File: config.mk
export PLATFORM = sky130hd
export DESIGN_NAME = ifetch_queue_flat
export DESIGN_NICKNAME = d
export VERILOG_FILES = /design/src/rtl/mips_pkg.sv /design/src/rtl/ifetch_queue_if.sv /design/src/rtl/ifetch_fifo.sv /design/src/rtl/ifetch_queue.sv /design/src/flat_wrapper.sv
export SDC_FILE = /design/constraint.sdc
export NUM_CORES = 1
export LEC_CHECK = 0
export CAP_MARGIN = 20
export CORE_MARGIN = 3
export CORE_UTILIZATION = 60
export DETAILED_ROUTE_END_ITERATION = 10
export GPL_TIMING_DRIVEN = 0
export PLACE_DENSITY = 0.83
export SLEW_MARGIN = 10
export SYNTH_ARGS = -nofsm -noshare
export SYNTH_HDL_FRONTEND = slang
export SYNTH_HIERARCHICAL = 1
export SYNTH_SLANG_ARGS = --single-unit
File: constraint.sdc
create_clock -name clk -period 10.8 [get_ports clk]
set_clock_uncertainty 0.15 [all_clocks]
set_input_delay 2.16 -clock clk [delete_from_list [all_inputs] [get_ports clk]]
set_output_delay 2.16 -clock clk [all_outputs]
set_load 0.01 [all_outputs]
File: src/rtl/mips_pkg.sv
// Shared MIPS constants, the fetch-entry layout and the BEQ predecode helper.
package mips_pkg;

    localparam int IMEM_AW = 6;
    localparam int INST_W  = 32;

    localparam logic [5:0] OP_RTYPE = 6'd0;
    localparam logic [5:0] OP_BEQ   = 6'd4;
    localparam logic [5:0] OP_LW    = 6'd35;
    localparam logic [5:0] OP_SW    = 6'd43;

    typedef struct packed {
        logic [IMEM_AW-1:0] pc;
        logic [INST_W-1:0]  inst;
        logic               pred;
    } fetch_entry_t;

    localparam int ENTRY_W = $bits(fetch_entry_t);

    // A BEQ with a negative offset is taken to be a loop back-edge.
    function automatic logic is_beq_backward(input logic [INST_W-1:0] inst);
        return (inst[31:26] == OP_BEQ) && inst[15];
    endfunction

endpackage

File: src/rtl/ifetch_queue_if.sv
// Fetch-stage bus: imem address/data, decode valid/ready, execute redirect, occupancy.
interface ifetch_queue_if
    import mips_pkg::*;
#(
    parameter int AW    = IMEM_AW,
    parameter int DW    = INST_W,
    parameter int DEPTH = 4
);
    localparam int CW = $clog2(DEPTH) + 1;

    logic          fetch_en;
    logic [AW-1:0] iaddr;
    logic [DW-1:0] idata;
    logic          dec_valid;
    logic          dec_ready;
    logic [DW-1:0] dec_inst;
    logic [AW-1:0] dec_pc;
    logic          dec_pred_taken;
    logic          redir_valid;
    logic [AW-1:0] redir_pc;
    logic [CW-1:0] q_count;

    modport master (
        input  fetch_en, idata, dec_ready, redir_valid, redir_pc,
        output iaddr, dec_valid, dec_inst, dec_pc, dec_pred_taken, q_count
    );

    modport slave (
        output fetch_en, idata, dec_ready, redir_valid, redir_pc,
        input  iaddr, dec_valid, dec_inst, dec_pc, dec_pred_taken, q_count
    );

endinterface

File: src/rtl/ifetch_fifo.sv
// Prefetch FIFO with a registered head copy, so the head holds its last value when empty.
module ifetch_fifo #(
    parameter int WIDTH = 39,
    parameter int DEPTH = 4,
    parameter int PW    = $clog2(DEPTH),
    parameter int CW    = $clog2(DEPTH) + 1
) (
    input  logic             clk,
    input  logic             rst,
    input  logic             i_push,
    input  logic             i_pop,
    input  logic             i_flush,
    input  logic [WIDTH-1:0] i_din,
    output logic [WIDTH-1:0] o_head,
    output logic [CW-1:0]    o_count,
    output logic             o_empty,
    output logic             o_full
);

    logic [WIDTH-1:0] r_mem [DEPTH];
    logic [PW-1:0]    r_rd_ptr;
    logic [PW-1:0]    r_wr_ptr;
    logic [CW-1:0]    r_count;
    logic [WIDTH-1:0] r_head;

    logic             w_do_pop;
    logic             w_do_push;
    logic [PW-1:0]    w_rd_ptr_inc;
    logic [CW-1:0]    w_count_nxt;
    logic [WIDTH-1:0] w_head_nxt;

    assign o_empty      = (r_count == '0);
    assign o_full       = (r_count == CW'(DEPTH));
    assign w_do_pop     = i_pop & ~o_empty;
    assign w_do_push    = i_push & (~o_full | w_do_pop);
    assign w_rd_ptr_inc = r_rd_ptr + PW'(1);
    assign o_head       = r_head;
    assign o_count      = r_count;

    // Head tracks the entry that will sit at rd_ptr next cycle; a push into an empty slot bypasses storage.
    always_comb begin
        w_head_nxt = r_head;
        if (i_flush) begin
            w_head_nxt = r_head;
        end else if (w_do_pop) begin
            if (r_count > CW'(1)) begin
                w_head_nxt = r_mem[w_rd_ptr_inc];
            end else if (w_do_push) begin
                w_head_nxt = i_din;
            end else begin
                w_head_nxt = r_head;
            end
        end else if (o_empty && w_do_push) begin
            w_head_nxt = i_din;
        end else begin
            w_head_nxt = r_head;
        end
    end

    // Occupancy: flush wins, otherwise +1 / -1 / hold.
    always_comb begin
        w_count_nxt = r_count;
        if (i_flush) begin
            w_count_nxt = '0;
        end else begin
            case ({w_do_push, w_do_pop})
                2'b10:   w_count_nxt = r_count + CW'(1);
                2'b01:   w_count_nxt = r_count - CW'(1);
                default: w_count_nxt = r_count;
            endcase
        end
    end

    // Storage, pointers, occupancy and head register.
    always_ff @(posedge clk or posedge rst) begin
        if (rst) begin
            for (int i = 0; i < DEPTH; i++) begin
                r_mem[i] <= '0;
            end
            r_rd_ptr <= '0;
            r_wr_ptr <= '0;
            r_count  <= '0;
            r_head   <= '0;
        end else begin
            r_count <= w_count_nxt;
            r_head  <= w_head_nxt;
            if (i_flush) begin
                r_rd_ptr <= '0;
                r_wr_ptr <= '0;
            end else begin
                if (w_do_push) begin
                    r_mem[r_wr_ptr] <= i_din;
                    r_wr_ptr        <= r_wr_ptr + PW'(1);
                end
                if (w_do_pop) begin
                    r_rd_ptr <= w_rd_ptr_inc;
                end
            end
        end
    end

endmodule

File: src/rtl/ifetch_queue.sv
// Fetch stage: owns the fetch pc, pushes imem words into a prefetch FIFO, handles redirects.
// Optional build macro IFETCH_BEQ_PREDICT_EN predicts backward BEQs as taken.
module ifetch_queue
    import mips_pkg::*;
#(
    parameter int AW    = IMEM_AW,
    parameter int DW    = INST_W,
    parameter int DEPTH = 4
) (
    input logic           clk,
    input logic           rst,
    ifetch_queue_if.master bus
);

    localparam int EW = AW + DW + 1;
    localparam int CW = $clog2(DEPTH) + 1;

    logic [AW-1:0] r_fetch_pc;
    logic [AW-1:0] w_next_pc;
    logic          w_pred;
    logic          w_push;
    logic          w_pop;
    logic          w_full;
    logic          w_empty;
    logic [EW-1:0] w_din;
    logic [EW-1:0] w_head;
    logic [CW-1:0] w_count;

    assign w_pop  = ~w_empty & bus.dec_ready;
    assign w_push = bus.fetch_en & ~bus.redir_valid & (~w_full | w_pop);
    assign w_din  = {r_fetch_pc, bus.idata, w_pred};

    // Predecode of the word being pushed picks the next sequential or predicted pc.
    always_comb begin
        w_pred    = 1'b0;
        w_next_pc = r_fetch_pc + AW'(1);
`ifdef IFETCH_BEQ_PREDICT_EN
        if (is_beq_backward(bus.idata)) begin
            w_pred    = 1'b1;
            w_next_pc = r_fetch_pc + AW'(1) + bus.idata[AW-1:0];
        end else begin
            w_pred    = 1'b0;
            w_next_pc = r_fetch_pc + AW'(1);
        end
`endif
    end

    // Fetch pc: redirect beats push; otherwise hold.
    always_ff @(posedge clk or posedge rst) begin
        if (rst) begin
            r_fetch_pc <= '0;
        end else if (bus.redir_valid) begin
            r_fetch_pc <= bus.redir_pc;
        end else if (w_push) begin
            r_fetch_pc <= w_next_pc;
        end
    end

    ifetch_fifo #(
        .WIDTH (EW),
        .DEPTH (DEPTH)
    ) u_fifo (
        .clk     (clk),
        .rst     (rst),
        .i_push  (w_push),
        .i_pop   (w_pop),
        .i_flush (bus.redir_valid),
        .i_din   (w_din),
        .o_head  (w_head),
        .o_count (w_count),
        .o_empty (w_empty),
        .o_full  (w_full)
    );

    assign bus.iaddr          = r_fetch_pc;
    assign bus.dec_valid      = ~w_empty;
    assign bus.dec_pc         = w_head[EW-1 -: AW];
    assign bus.dec_inst       = w_head[DW:1];
    assign bus.dec_pred_taken = w_head[0];
    assign bus.q_count        = w_count;

endmodule
File: src/flat_wrapper.sv
// flat-port wrapper written by rule: the top's interface ports become plain ports
module ifetch_queue_flat import mips_pkg::*;
#(
    parameter int AW    = IMEM_AW,
    parameter int DW    = INST_W,
    parameter int DEPTH = 4
)
  (clk, rst, bus_fetch_en, bus_idata, bus_dec_ready, bus_redir_valid, bus_redir_pc, bus_iaddr, bus_dec_valid, bus_dec_inst, bus_dec_pc, bus_dec_pred_taken, bus_q_count);
  ifetch_queue_if #(.AW(AW), .DW(DW), .DEPTH(DEPTH)) bus_i ();
  input logic clk;
  input logic rst;
  input wire logic [$bits(bus_i.fetch_en)-1:0] bus_fetch_en;
  input wire logic [$bits(bus_i.idata)-1:0] bus_idata;
  input wire logic [$bits(bus_i.dec_ready)-1:0] bus_dec_ready;
  input wire logic [$bits(bus_i.redir_valid)-1:0] bus_redir_valid;
  input wire logic [$bits(bus_i.redir_pc)-1:0] bus_redir_pc;
  output wire logic [$bits(bus_i.iaddr)-1:0] bus_iaddr;
  output wire logic [$bits(bus_i.dec_valid)-1:0] bus_dec_valid;
  output wire logic [$bits(bus_i.dec_inst)-1:0] bus_dec_inst;
  output wire logic [$bits(bus_i.dec_pc)-1:0] bus_dec_pc;
  output wire logic [$bits(bus_i.dec_pred_taken)-1:0] bus_dec_pred_taken;
  output wire logic [$bits(bus_i.q_count)-1:0] bus_q_count;
  assign bus_i.fetch_en = bus_fetch_en;
  assign bus_i.idata = bus_idata;
  assign bus_i.dec_ready = bus_dec_ready;
  assign bus_i.redir_valid = bus_redir_valid;
  assign bus_i.redir_pc = bus_redir_pc;
  assign bus_iaddr = bus_i.iaddr;
  assign bus_dec_valid = bus_i.dec_valid;
  assign bus_dec_inst = bus_i.dec_inst;
  assign bus_dec_pc = bus_i.dec_pc;
  assign bus_dec_pred_taken = bus_i.dec_pred_taken;
  assign bus_q_count = bus_i.q_count;
  ifetch_queue #(.AW(AW), .DW(DW), .DEPTH(DEPTH)) u_core (.clk(clk), .rst(rst), .bus(bus_i));
endmodule
---- Word-level counts from Yosys, hierarchy flattened ----
Cells that the tools add are included.
Widths: inputs -> output; s select.
cells by class
  eq/ne operators ......................... 4
  add/sub/neg operators ................... 5
  bitwise gates (word level) .............. 12
  order comparisons ....................... 4
  reductions and logical operators ........ 10
  muxes and demuxes ....................... 18
operators with widths
  operator             number
  $mux 39              7
  $bwmux 156           1
  $bmux 39 s2          1
  $demux 39 s2         1
  $mux 6               2
  $mux 2               4
  $reduce_bool 2->1    4
  $add 6x1->6 const B  1
  $ge 3x3->1 const B   2
  $not 2->3            2
  $pmux 3 s2           1
  $and 1x1->1          5
  $add 2x1->2 const B  2
  $add 3x1->3 const B  1
  $eq 3x3->1 const B   1
  $gt 3x1->1 const B   1
  $logic_not 3->1      1
  $lt 3x1->1 const B   1
  $mux 3               1
  $ne 3x1->1 const B   1
  $not 1->1            3
  $reduce_and 3->1     1
  $reduce_bool 3->1    1
  $sub 3x1->3 const B  1
  5 further kinds      7
word-level totals
  register bits ........................... 208
  output and inout bits ................... 49
  input port bits ......................... 43
  word-level logic and storage cells ...... 62

---- Logic depth before layout (Yosys ltp) ----
  depth after elaboration ................. 9
  depth in mapped cells ................... 13

---- Modules after synthesis ----
The synthesis kept the hierarchy.
modules (own cells, without submodules)
  module        cells each  seq. area each (sq um)  times used  area an instance (sq um)
  ifetch_fifo   588         5054.8                  1           9111.2
  ifetch_queue  51          150.1                   1           436.7

---- Worst setup path after synthesis ----
Ideal clock, no wire load.
  path type ............................... input to register
  start ................................... in bus_dec_ready
  end ..................................... reg u_core.u_fifo.r_head[23], in the netlist u_core/u_fifo/o_head[23]
  required time ........................... 10.527 ns
  buffers on the path ..................... 2
  arrival ................................. 3.697 ns
  slack ................................... 6.830 ns
  cell stages on the path ................. 8
  setup time .............................. 0.123 ns
  cells stage by stage .................... nand2b_1 > a21boi_0 > and2_1 > nor4b_1 > nand2_1 > buf_2 > buf_2 > o221a_2
between the ends
  longest elaborated chain between the ends .. 7
ends and longest elaborated chain
  item                          RTL line            source
  start: declaration            flat_wrapper.sv:14  input wire logic [$bits(bus_i.dec_ready)-1:0] bus_dec_ready;
  $and 1x1->1 *                 ifetch_queue.sv:29  assign w_pop = ~w_empty & bus.dec_ready;
  $or 1x1->1 *                  ifetch_queue.sv:30  assign w_push = bus.fetch_en & ~bus.redir_valid & (~w_full | w_pop);
  $and 1x1->1 *                 ifetch_queue.sv:30
  named net u_core.w_push       ifetch_queue.sv:21  logic w_push;
  $and 1x1->1 *                 ifetch_fifo.sv:35   assign w_do_push = i_push & (~o_full | w_do_pop);
  $logic_and 1x1->1             ifetch_fifo.sv:53   end else if (o_empty && w_do_push) begin
  $reduce_bool 2->1 (no line)   -
  $reduce_and 3->1 (no line) *  -
  end signal: assignment        ifetch_fifo.sv:86   r_head <= w_head_nxt;
  end: declaration              ifetch_fifo.sv:24   logic [WIDTH-1:0] r_head;
The timed path passes the listed nets; every way through them passes the cells marked *.
A chain may end at the register's enable or synchronous reset.

---- Final worst setup path ----
  start ................................... in bus_dec_ready
  end ..................................... reg u_core.u_fifo.r_head[25], in the netlist u_core/u_fifo/o_head[25]
The elaborated chain is that of the path after synthesis.

==> metrics.md <==
| Metric | Value |
|---|---|
| Status | finished clean |
| Row cnt | 45 |
| CP delay by family, top | simple AND/OR/NAND/NOR gates |
| Worst-path clk slew | 0.06 ns |
| Final Wtd Congestion | roughly 0.87 |
| Clk pwr share | 0.293 |
| Sw Share | 0.254 |
| Flop pwr share | 0.467 |
| Drt initial violations | between 400 and 500 |
| CP Data Required Time | about 11 ns |
| Number of synthesized flops with an enable pin | 0 |
| First-pass GRT wire length | about 34000 um |
| N_diodes | 0 |
| CTS max path bufs | 3 |
| Initial antenna violation count | 0 |
| Period utilization | 0.426 |
| Largest family of logic cells by synthesized area | multiplexers |
| Crit. End Element | register |
| Yosys reg bits | 208 |
| CTS sink cnt | ~210 |
| CP most frequent cell | buf_2 |
| H-Tree Level Count | 1 |
| Setup TNS | 0 ns |
| Port Buffers | 91 |
| Total track usage | 0.239 |
| Max Freq | about 0.22 GHz |
| Count of different cell masters after synthesis | between 50 and 60 |
| I/O Pins | 92 |
| # hold bufs at CTS | 0 |
| Synth area leader | dfrtp_1 |
| Unrepaired setup endpoints after global routing | no |
| Slowest stage cell, crit path | a21boi_0 |
| Vias in the first global route | roughly 6500 |
| Worst path bufs/invs | 3 |
| Core area | approximately 15000 um2 |
| CP max FO | 10 |
| Max-cap violations | 0 |
| Critical path class | input pin to register |
| Tmin final | about 4.6 ns |
| Top-area cell type share of the netlist area | 0.545 |
| CP Cell Sequence | clkdlybuf4s50_1 -> nand2b_1 -> a21boi_0 -> and2_1 -> nor4b_1 -> nand2_1 -> buf_2 -> buf_2 -> o221a_2 |
| Sequential share of the synthesized area | 0.545 |
| First-pass detailed-route iteration total | 4 |
| Grt ovf | 0 |
| CTS resizes | 0 |
| Rel. slew slack | 0.542 |
| Synth async-reset ratio | 1.00 |
| CTS root buffer | clkbuf_16 |
| Adder-cell share of the synthesized area | 0.0118 |
| Fill cells | between 900 and 1000 |
| Die Area | 17500 um2 |
| DRC | 0 |
| Switching Power | just under 0.6 mW |
| Hold crit path type | register to register |
| Area delta synth->final | 19.6% |
| Vias per inst | 6.13 |
| Largest stage delay on the critical path | roughly 0.48 ns |
| Startpoint types | input pin |
| Die height | between 100 and 150 um |
| Syn Area/Cell | around 15 um2 |
| CTS tree | done |
| CP arrival | about 4.8 ns |
| Vias after detailed routing | roughly 6000 |
| Die W | 132 um |
| Compound-Gate Fraction of Synth Area | 0.0695 |
| Clock latency on the worst-skew pair | roughly 0.48 ns |
| Post-CTS setup buffer count | 0 |
| Initial core utilization | 0.621 |
| Setup-failing EPs final | 0 |
| DR WL/cell | roughly 21 um |
| Post-synthesis cell count | approximately 640 |
| Fin util | 0.743 |
| Antenna-violating nets left | 0 |
| Synth top cells by count | dfrtp_1 (208), mux2_2 (149), mux4_2 (39), o221a_2 (39), or3_1 (39) |
| Actual slew at the worst max-slew pin | 0.687 ns |
| TritonCTS Buffers | 21 |
| Maximum vdd drop | approximately 0.15 mV |
| Max-slew violations | 0 |
| Largest net degree at the start of global routing | between 100 and 150 |
| Internal power | roughly 1.7 mW |
| Simple-Gate Fraction of Synth Area | 0.0533 |
| Final HPWL DP | around 14000 um |
| Synth Area in XOR/XNOR | 0.00367 |
| Final Hold Vio Count | 0 |
| Synth Cell Area | roughly 9500 um2 |
| Post-synthesis mux area share | 0.278 |
| Layout cell share with drive strength beyond 1 | 0.394 |
| Warnings, synthesis | 6 |
| Logic pwr share | 0.240 |
| Main synth FF type | dfrtp_1 |
| Count leader, synth | dfrtp_1 |
| Nets | 810 |
| PD cells | slightly above 200 nW/um2 |
| Routed WL | between 20000 and 25000 um |
| P_leak | 4.98 nW |
| Leading post-synthesis cells by cell area | dfrtp_1 (55%), mux2_2 (18%), mux4_2 (9.2%), o221a_2 (4.6%), or3_1 (2.6%) |
## power by group through the flow
stage / sequential, mW / clock [mW] / combinational [mW]
floorplan: 1.08 / 0 / 0.314
global placement: 1.07 / 0 / 0.532
detailed placement: 1.09 / 0 / 0.554
CTS: 1.08 / 0.693 / 0.559
global route: 1.10 / 0.724 / 0.593
finish: 1.08 / 0.677 / 0.553
## kinds of logic (layout without fill, tap and decap cells)
group | Yosys count | in the layout
AO/OA/AOI/OAI | 69 | 69
XOR/XNOR | 4 | 4
adder cells (fa/ha/maj) | 9 | 9
buffers and inverters | 62 | 186
flip-flops | 208 | 208
multiplexers | 197 | 197
other | 1 | 5
AND/OR/NAND/NOR | 89 | 89
## final cells by class
class / count / area (um2) / share of cell area
sequential: 208 / 5200 / 0.456
clock buffer: 30 / 629 / 0.0551
multi-input combinational: 373 / 3990 / 0.350
buffer: 47 / 308 / 0.0270
inverter: 15 / 63.8 / 0.00559
tap: 211 / 264 / 0.0231
timing repair buffer: 92 / 938 / 0.0822
clock inverter: 2 / 13.8 / 0.00121
## cells in the final DEF, fill, tap and decap left out, types with 12 or more instances in the layout
cell / synthesis / layout
dfrtp_1: 208 / 208
mux2_2: 149 / 149
clkdlybuf4s50_1: 0 / 91
mux4_2: 39 / 39
or3_1: 39 / 39
o221a_2: 39 / 39
clkbuf_16: 0 / 21
buf_2: 18 / 18
nand2_1: 15 / 15
inv_1: 14 / 13
clkbuf_1: 10 / 12
## metrics by stage
stage	instances	setup slack (ns)	hold WS [ns]	area (um2)	total power [mW]
after floorplan	643	2.98	0.309	9560	1.40
after global placement	945	1.00	0.318	10700	1.60
final	978	6.20	0.338	11400	2.31
after detailed placement	946	5.74	0.332	10800	1.64
after global routing	978	6.07	0.357	11400	2.42
after CTS	978	6.23	0.345	11400	2.33
## path summary, 6_finish.rpt
| kind | depth (start not counted) | start | to | slack (ns) |
|---|---|---|---|---|
| setup / recovery | 9 | bus_dec_ready | u_core/u_fifo/o_head[25]$_DFFE_PP0P_ | 6.20 |
| hold / removal | 1 | u_core/u_fifo/r_mem[117]$_DFFE_PP0P_ | u_core/u_fifo/r_mem[117]$_DFFE_PP0P_ | 0.34 |
| setup reg to reg | 13 | u_core/u_fifo/o_count[1]$_DFFE_PP0P_ | u_core/u_fifo/o_head[25]$_DFFE_PP0P_ | 7.20 |
| hold reg to reg | 1 | u_core/u_fifo/r_mem[117]$_DFFE_PP0P_ | u_core/u_fifo/r_mem[117]$_DFFE_PP0P_ | 0.34 |
| max in group asynchronous | 3 | rst | u_core/u_fifo/r_mem[129]$_DFFE_PP0P_ | 7.51 |
| min in group asynchronous | 2 | rst | u_core/bus.iaddr[1]$_DFFE_PP0P_ | 1.92 |
## per-layer routing
layer / part of all wire / routed length (um) / global-route usage / vias up
met1: 0.42 / 8560 / 0.323 / 3159
met4: 0.014 / 282 / 0.0455 / 0
met3: 0.046 / 951 / 0.0344 / 27
met2: 0.52 / 10700 / 0.421 / 165
li1: - / - / - / 2648
met5: 0 / 0 / 0 / -
## state kept, by name, indices dropped and copies added, names as in the netlist
register                count
u_core/bus.iaddr            6
u_core/u_fifo/o_count       3
u_core/u_fifo/o_head       39
u_core/u_fifo/r_mem       156
u_core/u_fifo/r_rd_ptr      2
u_core/u_fifo/r_wr_ptr      2
(Power assumes the default switching activity.)
